$ cat config.mk
export PLATFORM = sky130hd
export DESIGN_NAME = flag_unit_pipe
export DESIGN_NICKNAME = d
export VERILOG_FILES = /design/src/rtl/flag_pkg.sv /design/src/rtl/or_reduce_level.sv /design/src/rtl/flag_unit_pipe.sv
export SDC_FILE = /design/constraint.sdc
export NUM_CORES = 1
export LEC_CHECK = 0
export ABC_AREA = 0
export BUFFER_PORTS_ARGS = -buffer_cell sky130_fd_sc_hd__clkbuf_2
export CORE_MARGIN = 2
export CORE_UTILIZATION = 34
export DETAILED_ROUTE_END_ITERATION = 16
export GPL_TIMING_DRIVEN = 0
export PLACE_DENSITY = 0.7
export REMOVE_ABC_BUFFERS = 1
export SLEW_MARGIN = 20
export SYNTH_ARGS = -nofsm -noshare
export SYNTH_HDL_FRONTEND = slang
export SYNTH_HIERARCHICAL = 1
export SYNTH_SLANG_ARGS = --single-unit
$ cat constraint.sdc
create_clock -name clk -period 0.8 [get_ports clk]
set_input_delay 0.12 -clock clk [delete_from_list [all_inputs] [get_ports clk]]
set_output_delay 0.12 -clock clk [all_outputs]
set_load 0.005 [all_outputs]
$ cat src/rtl/flag_pkg.sv
// Shared constants, sideband type and tree-sizing helpers for the pipelined NZCV flag unit.
package flag_pkg;

    localparam int N_BIT = 3;
    localparam int Z_BIT = 2;
    localparam int C_BIT = 1;
    localparam int V_BIT = 0;

    localparam int DEF_WIDTH      = 64;
    localparam int DEF_FANIN      = 4;
    localparam int DEF_REG_LEVELS = 1;

    typedef struct packed {
        logic n;
        logic c;
        logic v;
        logic set;
    } side_t;

    // Width of the vector entering reduction level lvl (level 0 sees the full result).
    function automatic int level_width(input int width, input int fanin, input int lvl);
        int w;
        w = width;
        for (int i = 0; i < lvl; i++) w = (w + fanin - 1) / fanin;
        return w;
    endfunction

    // ceil(log_fanin(width)), computed as repeated ceiling division down to one bit.
    function automatic int calc_levels(input int width, input int fanin);
        int w;
        int n;
        w = width;
        n = 0;
        while (w > 1) begin
            w = (w + fanin - 1) / fanin;
            n++;
        end
        return n;
    endfunction

endpackage

$ cat src/rtl/or_reduce_level.sv
// One OR-reduction level: groups of FANIN input bits collapse to one bit, short last group zero-padded.
module or_reduce_level
    import flag_pkg::*;
#(
    parameter int  IN_W  = DEF_WIDTH,
    parameter int  FANIN = DEF_FANIN,
    parameter bit  REG   = 1'b1,
    localparam int OUT_W = (IN_W + FANIN - 1) / FANIN
) (
    input  logic             clk,
    input  logic [IN_W-1:0]  d,
    output logic [OUT_W-1:0] q
);

    localparam int PAD_W = OUT_W * FANIN;

    logic [PAD_W-1:0] padded;
    logic [OUT_W-1:0] ored;

    assign padded = PAD_W'(d);

    // NOTE: every always_comb output gets a default first so no path can infer a latch.
    always_comb begin
        ored = '0;
        for (int g = 0; g < OUT_W; g++) ored[g] = |padded[g*FANIN +: FANIN];
    end

    if (REG) begin : g_reg
        // NOTE: datapath registers carry no reset; the valid pipe in the parent qualifies them.
        always_ff @(posedge clk) q <= ored;
    end else begin : g_comb
        assign q = ored;
    end

endmodule

$ cat src/rtl/flag_unit_pipe.sv
// Pipelined NZCV flag unit: registered OR-tree zero detect, matched sideband delay line, flag register.
// Define FLAG_BYPASS_EN to forward emerging flags combinationally onto nzcv.
module flag_unit_pipe
    import flag_pkg::*;
#(
    parameter int WIDTH      = DEF_WIDTH,
    parameter int FANIN      = DEF_FANIN,
    parameter int REG_LEVELS = DEF_REG_LEVELS
) (
    input  logic             clk,
    input  logic             reset_n,
    input  logic             in_valid,
    input  logic [WIDTH-1:0] result,
    input  logic             carry_in,
    input  logic             ovf_in,
    input  logic             set_flags,
    input  logic             flush,
    output logic             out_valid,
    output logic             out_n,
    output logic             out_z,
    output logic             out_c,
    output logic             out_v,
    output logic [3:0]       nzcv,
    output logic             flags_written
);

    localparam int LEVELS = calc_levels(WIDTH, FANIN);
    localparam int LAT    = (REG_LEVELS != 0) ? LEVELS : 1;

    logic           tree_or;
    logic [LAT-1:0] vld_q;
    side_t          side_q [LAT];
    side_t          side_out;
    logic [3:0]     new_flags;
    logic [3:0]     nzcv_q;

    // With REG_LEVELS=0 only the last level registers, giving the single output register.
    for (genvar l = 0; l < LEVELS; l++) begin : g_lvl
        localparam int IN_W  = level_width(WIDTH, FANIN, l);
        localparam int OUT_W = level_width(WIDTH, FANIN, l + 1);

        logic [IN_W-1:0]  d;
        logic [OUT_W-1:0] q;

        if (l == 0) begin : g_first
            assign d = result;
        end else begin : g_next
            assign d = g_lvl[l-1].q;
        end

        or_reduce_level #(
            .IN_W  (IN_W),
            .FANIN (FANIN),
            .REG   (bit'((REG_LEVELS != 0) || (l == LEVELS - 1)))
        ) u_level (
            .clk (clk),
            .d   (d),
            .q   (q)
        );
    end

    assign tree_or = g_lvl[LEVELS-1].q[0];

    // NOTE: sequential state uses non-blocking assignments so every stage samples pre-edge values.
    always_ff @(posedge clk) begin
        if (!reset_n || flush) begin
            vld_q <= '0;
        end else begin
            vld_q[0] <= in_valid;
            for (int i = 1; i < LAT; i++) vld_q[i] <= vld_q[i-1];
        end
    end

    always_ff @(posedge clk) begin
        side_q[0] <= '{n: result[WIDTH-1], c: carry_in, v: ovf_in, set: set_flags};
        for (int i = 1; i < LAT; i++) side_q[i] <= side_q[i-1];
    end

    assign side_out      = side_q[LAT-1];
    assign out_valid     = vld_q[LAT-1];
    assign out_n         = out_valid & side_out.n;
    assign out_z         = out_valid & ~tree_or;
    assign out_c         = out_valid & side_out.c;
    assign out_v         = out_valid & side_out.v;
    assign flags_written = out_valid & side_out.set;

    always_comb begin
        new_flags        = '0;
        new_flags[N_BIT] = out_n;
        new_flags[Z_BIT] = out_z;
        new_flags[C_BIT] = out_c;
        new_flags[V_BIT] = out_v;
    end

    // A flush does not gate this write: the entry emerging in the flush cycle still lands.
    always_ff @(posedge clk) begin
        if (!reset_n) begin
            nzcv_q <= '0;
        end else if (flags_written) begin
            nzcv_q <= new_flags;
        end
    end

`ifdef FLAG_BYPASS_EN
    assign nzcv = flags_written ? new_flags : nzcv_q;
`else
    assign nzcv = nzcv_q;
`endif

endmodule

Word-level counts from Yosys, hierarchy flattened
Memories as Yosys holds them, arrays and structs flattened.
Index checks and enable logic that the tools add are counted.
{"block": "op_classes", "bitwise": 6, "reduce_logical": 23}
{"cell": "OR reduction 4 bit", "count": 21}
{"cell": "AND 1 bit", "count": 5}
{"cell": "logical NOT 1 bit", "count": 1}
{"cell": "logical OR 1 bit", "count": 1}
{"cell": "NOT 1 bit", "count": 1}
{"block": "word_totals", "regBits": 28, "mem_bits_rw": 12, "input_bits": 71, "out_inout_bits": 10, "word_cells": 35, "mem_count": 1}
{"memory": "side_q", "depth": 3, "word_bits": 4, "read_ports": 3, "rd_clocked_by_memory_dff": 0, "wr": 3, "line_no": "flag_unit_pipe.sv:32", "source": "side_t side_q [LAT];"}

Depth between registers and ports, before layout
Gate-level depths: netlist of run 1.
{"block": "depth", "ltp_word": 2, "mapped_depth": 3, "mapped_depth_nobuf": 2}

Hierarchy
Netlist of run 1, hierarchy kept.
{"module": "flag_unit_pipe", "instances": 1, "cells_per_inst": 40, "area_each_um2": 506.7}
{"module": "or_reduce_level at g_lvl[0].u_level", "instances": 1, "cells_per_inst": 32, "area_each_um2": 440.4}
{"module": "or_reduce_level at g_lvl[1].u_level", "instances": 1, "cells_per_inst": 8, "area_each_um2": 110.1}
{"module": "or_reduce_level at g_lvl[2].u_level", "instances": 1, "cells_per_inst": 2, "area_each_um2": 27.5}

Least setup slack after synthesis of run 1
OpenSTA, ideal clock, no wires.
{"block": "synth_path", "kind": "flip-flop to flip-flop", "start": "register g_lvl[0].u_level.q[1]", "end": "register g_lvl[1].u_level.q[0]", "setup_time_ns": 0.134, "arrival_time_ns": 0.758, "t_required_ns": 0.666, "path_slack_ns": -0.093, "stages_incl_launch_ff": 2, "n_path_buf": 0, "synth_period_minus_slack_ns": 0.893, "cell_sequence": "dfxtp_1 > or4_1"}
{"block": "synth_between", "elab_chain_len": 1}
{"element": "start: declaration", "line_no": "or_reduce_level.sv:12", "source": "output logic [OUT_W-1:0] q"}
{"element": "start signal: assignment", "line_no": "or_reduce_level.sv:30", "source": "always_ff @(posedge clk) q <= ored;"}
{"element": "OR reduction 4 bit", "line_no": "or_reduce_level.sv:25", "source": "for (int g = 0; g < OUT_W; g++) ored[g] = |padded[g*FANIN +: FANIN];"}
{"element": "named net g_lvl[1].u_level.ored[0]", "line_no": "or_reduce_level.sv:18", "source": "logic [OUT_W-1:0] ored;"}
{"element": "end signal: assignment", "line_no": "or_reduce_level.sv:30"}
{"element": "end: declaration", "line_no": "or_reduce_level.sv:12"}
The timed path passes the listed nets, and every way through them passes these cells.
A chain may end at the register's enable or synchronous reset.

Worst setup path in the final report of run 1
{"block": "layout_path", "start": "register vld_q[2]", "end": "output out_valid"}
{"element": "start: declaration", "line_no": "flag_unit_pipe.sv:31", "source": "logic [LAT-1:0] vld_q;"}
{"element": "start signal: assignment", "line_no": "flag_unit_pipe.sv:67", "source": "vld_q <= '0;"}
{"element": "end: declaration", "line_no": "flag_unit_pipe.sv:18", "source": "output logic out_valid,"}
No word-level cell between the ends.

==> results.sh, run 1 <==
export IMPL_p_leak_nw=0.814
export IMPL_vias=982
export IMPL_multiInputGateArea_um2=288
export IMPL_drive_gt1_frac=0.573
export IMPL_vias_per_cell=4.42
export IMPL_ys_flop_type="dfxtp_1"
export IMPL_postSynthAreaPerCell_um2=13.2
export IMPL_fin_hold_ws_ns=-0.0280
export IMPL_startpoint_type="register"
export IMPL_grt_max_degree=12
export IMPL_instances_no_fill=222
export IMPL_fillerInstances=278
export IMPL_setup_viol=20
export IMPL_syn2layout_area_growth_pct=57.3
export IMPL_hold_viol_final=16
export IMPL_cts_tree="done"
export IMPL_antenna_found_initial=0
export IMPL_drtPass1Iterations=2
export IMPL_cts_made_buffers=5
export IMPL_finClkSkew_ns=0.00433
export IMPL_placement_io_buffers=80
export IMPL_clock_path_buffers=2
export IMPL_ir_drop_mv=1.14
export IMPL_drc=0
export IMPL_path_class="register to primary output"
export IMPL_tightest_slew_ns=0.188
export IMPL_die_w_um=60.5
export IMPL_violations="hold timing, setup timing"
export IMPL_first_global_vias=925
export IMPL_placed_area_um2=1530
export IMPL_clk_pin_slew_ns=0.10
export IMPL_root_buffer="clkbuf_4"
export IMPL_clock_latency_ns=0.32
export IMPL_synth_top_area_frac=0.738
export IMPL_drt_initial_drc_count=13
export IMPL_hold_path_depth=2
export IMPL_die_height_um=60.5
export IMPL_rsz0062_at_grt="true"
export IMPL_crit_required_ns=0.68
export IMPL_initial_utilization=0.355
export IMPL_grt_overflow_total=0
export IMPL_nNetsFinal=249
export IMPL_die_area_um2=3660
export IMPL_grt_util_all_layers=0.129
export IMPL_syn_instance_count=82
export IMPL_grt_pass1_wl_um=3410
export IMPL_status="complete, but fails checks"
export IMPL_dpl_cell_count=205
export IMPL_yosysMostFrequentCell="dfxtp_1"
export IMPL_hp_class="primary input to register"
export IMPL_critPathArrivalTime_ns=0.94
export IMPL_synth_area_leaders="dfxtp_1, or4_1, and2_1"
export IMPL_fin_crit_sh=1.32
export IMPL_fmax_mhz=944
export IMPL_wl_per_cell_um=10.1
export IMPL_num_antenna_cells=0
export IMPL_drv_cap=0
export IMPL_critPathCaptureType="primary output"
export IMPL_pre_cts_slack_ns=-0.143
export IMPL_synth_area_leader_cell="dfxtp_1"
export IMPL_netlist_area_um2=1080
export IMPL_seq_area_um2=816
export IMPL_synth_common_cells="dfxtp_1, or4_1, and2_1"
export IMPL_ys_types=11
export IMPL_io_pins=81
export IMPL_ys_seq_area_frac=0.738
export IMPL_reg2reg_depth=1
export IMPL_ys_warnings_count=6
export IMPL_h_tree_depth=2
export IMPL_power_density_nw_per_um2=1840
export IMPL_core_um2=3050
export IMPL_place_congestion=0.661
export IMPL_postLayoutCellArea_um2=1710
export IMPL_clock_sinks=40
export IMPL_async_flop_share=0
export IMPL_wl_um=2250
export IMPL_ant_nets=0
export IMPL_max_slew_margin=0.874
export IMPL_synth_edf_count=0
export IMPL_post_route_worst_setup_slack_ns=-0.260
export IMPL_cp_max_fo=6
export IMPL_final_max_slew_violation_count=0
export IMPL_rows=20
export IMPL_min_period_ns=1.06
export IMPL_synth_seq_cells=40
## final cells by class
| type | count | share of cell area |
|---|---|---|
| well taps | 44 | 0.0323 |
| clock buffers | 6 | 0.0242 |
| repair buffers | 90 | 0.294 |
| flip-flops and latches | 40 | 0.478 |
| multi-input cells | 41 | 0.169 |
| clock inverters | 1 | 0.00293 |
## routing by layer
metal  GRT usage  wire length (um)  vias up
met5           0                 0        -
met4      0.0528                21        0
met3      0.0661               199        4
met2       0.244              1210       52
met1       0.115               817      435
li1            -                 -      491
## what timing repair did
item | CTS | global route
cloned | 0 | 0
buffers inserted | 4 | 1
setup endpoints to repair | 19 | 20
hold buffers | 5 | 1
endpoints found under the hold margin | 21 | 17
pin swaps | 7 | 3
gates resized for setup | 15 | 5
## per-stage QoR
step / hold WS, ns / total power [mW] / utilization / setup TNS (ns)
after detailed placement: 0.225 / 2.30 / 0.502 / -1.90
after CTS: -0.0478 / 3.20 / 0.549 / -3.28
after floorplan: 0.148 / 2.12 / - / -0.520
after global placement: 0.226 / 2.28 / 0.502 / -1.45
after global routing: -0.0602 / 3.34 / 0.559 / -3.98
final: -0.0280 / 3.15 / 0.559 / -3.07
## report_power, final
part           leakage [nW]  internal (mW)  total (mW)  switching [mW]
clock                0.0281          0.324       0.883           0.558
combinational         0.455          0.154       0.208          0.0549
sequential            0.332           2.04        2.06          0.0141
total                 0.814           2.52        3.15           0.627
## final timing paths
path                          from                     end  slack, ns
min                     result[58]  g_lvl[0].u_level/q[14]      -0.03
max                       vld_q[2]               out_valid      -0.26
min reg2reg           side_q[0][4]            side_q[0][8]       0.33
max reg2reg  g_lvl[0].u_level/q[5]   g_lvl[1].u_level/q[1]      -0.14
## sequential cells by signal (all words and copies together), names as in the netlist
register and cells:
g_lvl.u_level/q 21, nzcv 4, vld_q 3, side_q 12
## cell families after synthesis
| group | share of synthesized area |
|---|---|
| flops | 0.738 |
| compound gates | 0.0231 |
| buf+inv | 0.00692 |
| simple gates | 0.232 |
## layout by cell type (no fill, tap or decap), types with 2 or more instances in the layout
cell and n:
o21ai_1 2, dfxtp_1 32, and2_1 6, nand2_1 3, buf_4 3, dlygate4sd3_1 5
buf_6 3, dfxtp_2 6, or4_1 21, clkbuf_2 79, nand4_1 3, dfxtp_4 2
clkbuf_4 5
## worst max-delay path, stage by stage (launching register included)
cell and delay (ns):
dfxtp_4 0.37, buf_4 0.15, clkbuf_2 0.10
Power figures use the tool's default switching activity.
==> run 2: changes to the inputs <==
--- a/config.mk
+++ b/config.mk
@@ -11,7 +11,7 @@
 export CORE_UTILIZATION = 34
 export DETAILED_ROUTE_END_ITERATION = 16
 export GPL_TIMING_DRIVEN = 0
-export PLACE_DENSITY = 0.7
+export PLACE_DENSITY = 0.8
 export REMOVE_ABC_BUFFERS = 1
 export SLEW_MARGIN = 20
 export SYNTH_ARGS = -nofsm -noshare
==> run 2 against run 1 <==
  * The flow still finishes with violations (hold timing, setup timing)
  * Setup slack got worse by 0.018 ns
  * Flip-flop and latch count unchanged
  * Sequential share of layout area decreased by 1.3 points
  * Critical path depth unchanged
  * Hold slack got worse by 0.0095 ns
  * First-iteration DRC count unchanged
  * Largest cell class unchanged
  * Largest power group unchanged
==> results.sh, run 2 (synthesis gave the netlist of run 1 again) <==
export IMPL_h_tree_depth=2
export IMPL_cp_slowest_stage_delay_ns=0.39
export IMPL_placed_area_um2=1530
export IMPL_io_pins=81
export IMPL_power_density_nw_per_um2=1870
export IMPL_grt_max_degree=13
export IMPL_place_congestion=0.678
export IMPL_cp_cell_sequence="nor2b_4 > clkbuf_2"
export IMPL_drv_cap=0
export IMPL_setup_viol=19
export IMPL_placement_io_buffers=80
export IMPL_antenna_found_initial=0
export IMPL_num_antenna_cells=0
export IMPL_core_um2=3050
export IMPL_fillerInstances=303
export IMPL_top_register="g_lvl.u_level/q"
export IMPL_wl_per_cell_um=9.85
export IMPL_vias=978
export IMPL_rsz0062_at_grt="true"
export IMPL_cp_max_fo=6
export IMPL_rows=20
export IMPL_r2r_start="vld_q[2]"
export IMPL_nNetsFinal=248
export IMPL_clk_pin_slew_ns=0.11
export IMPL_cpMaxStageDelayCell="dfxtp_4"
export IMPL_cts_tree="done"
export IMPL_finClkSkew_ns=0.00663
export IMPL_grt_pass1_wl_um=3070
export IMPL_clock_sinks=40
export IMPL_busiest_layer="met2"
export IMPL_root_buffer="clkbuf_4"
export IMPL_grt_overflow_total=0
export IMPL_violations="hold timing, setup timing"
export IMPL_clock_latency_ns=0.33
export IMPL_startpoint_type="register"
export IMPL_hold_viol_final=16
export IMPL_postLayoutCellArea_um2=1740
export IMPL_p_leak_nw=0.830
export IMPL_drtPass1Iterations=3
export IMPL_ir_drop_mv=0.926
export IMPL_syn2layout_area_growth_pct=60.7
export IMPL_final_max_slew_violation_count=0
export IMPL_crit_required_ns=0.68
export IMPL_drive_gt1_frac=0.584
export IMPL_wl_um=2190
export IMPL_r2r_slack_ns=-0.18
export IMPL_fin_crit_sh=1.35
export IMPL_tightest_slew_ns=0.159
export IMPL_met3_usage=0.0704
export IMPL_final_cell_mix="clkbuf_2, dfxtp_1, or4_1, buf_6"
export IMPL_grt_util_all_layers=0.121
export IMPL_die_w_um=60.5
export IMPL_min_period_ns=1.08
export IMPL_layout_commonest_cell="clkbuf_2"
export IMPL_path_class="register to primary output"
export IMPL_critPathCaptureType="primary output"
export IMPL_dp_hpwl_um=1720
export IMPL_ant_nets=0
export IMPL_hp_class="primary input to register"
export IMPL_initial_utilization=0.355
export IMPL_drt_initial_drc_count=13
export IMPL_critPathArrivalTime_ns=0.96
export IMPL_r2r_end="nzcv[2]"
export IMPL_total_power_mw=3.26
export IMPL_largest_register_ffs=21
export IMPL_fmax_mhz=928
export IMPL_reg2reg_depth=3
export IMPL_cts_made_buffers=5
export IMPL_die_height_um=60.5
export IMPL_fin_tns_setup_ns=-2.90
export IMPL_grt_met2_usage=0.224
export IMPL_status="complete, but fails checks"
export IMPL_grt_use_met1=0.103
export IMPL_max_slew_margin=0.894
export IMPL_post_route_worst_setup_slack_ns=-0.277
export IMPL_clock_path_buffers=2
export IMPL_endpoint="out_z"
export IMPL_die_area_um2=3660
export IMPL_first_global_vias=832
export IMPL_startpoint="vld_q[2]"
export IMPL_fin_hold_ws_ns=-0.0375
export IMPL_drc=0
export IMPL_vias_per_cell=4.41
## run 2: layer usage
metal,vias up,part of all wire
li1,491,-
met1,429,0.34
met2,52,0.56
met3,6,0.092
met4,0,0.015
met5,-,0
## run 2: worst max-delay path: cells and delay by family (launching register included)
family                 cells  cell delay, ns
buffers and inverters      1            0.11
DFF                        1            0.39
and+or+nand+nor            1            0.13
## run 2: final cells by class
cell class                      count  area [um2]  area share
Timing Repair Buffer               89         519       0.298
Tap cell                           44        55.1      0.0316
Clock inverter                      2        10.0     0.00574
Multi-Input combinational cell     41         297       0.170
Sequential cell                    40         811       0.465
Clock buffer                        6        51.3      0.0294
## run 2: worst min path at each step
stage | startpoint | to | cells past startpoint | slack (ns)
after floorplan | set_flags | side_q[0][0] | 0 | 0.15
after global placement | ovf_in | side_q[0][1] | 1 | 0.22
after detailed placement | ovf_in | side_q[0][1] | 1 | 0.23
after CTS | result[54] | g_lvl[0].u_level/q[13] | 2 | -0.06
after global routing | result[54] | g_lvl[0].u_level/q[13] | 2 | -0.08
final | result[54] | g_lvl[0].u_level/q[13] | 2 | -0.04
## run 2: timing repair
action | 4_1_cts | 5_1_grt
resized for setup | 12 | 12
endpoints found under the setup margin | 19 | 20
pin swaps | 8 | 2
buffers inserted | 3 | 2
hold buffers | 5 | 1
endpoints found under the hold margin | 21 | 17
cloned | 0 | 0
## run 2: per-stage QoR
step           worst slack (ns)   util  hold WS [ns]  std cells
3_3_place_gp             -0.126  0.502         0.224        205
6_report                 -0.277  0.571       -0.0375        222
3_5_place_dp             -0.122  0.502         0.225        205
5_1_grt                  -0.345  0.571       -0.0810        222
2_1_floorplan           -0.0928      -         0.148         81
4_1_cts                  -0.300  0.549       -0.0570        221
## run 2: power by group
part	leakage [nW]	total, mW	internal (mW)	switching [mW]
sequential	0.332	2.06	2.04	0.0146
clock	0.0380	0.990	0.418	0.571
combinational	0.460	0.207	0.154	0.0526
total	0.830	3.26	2.62	0.638
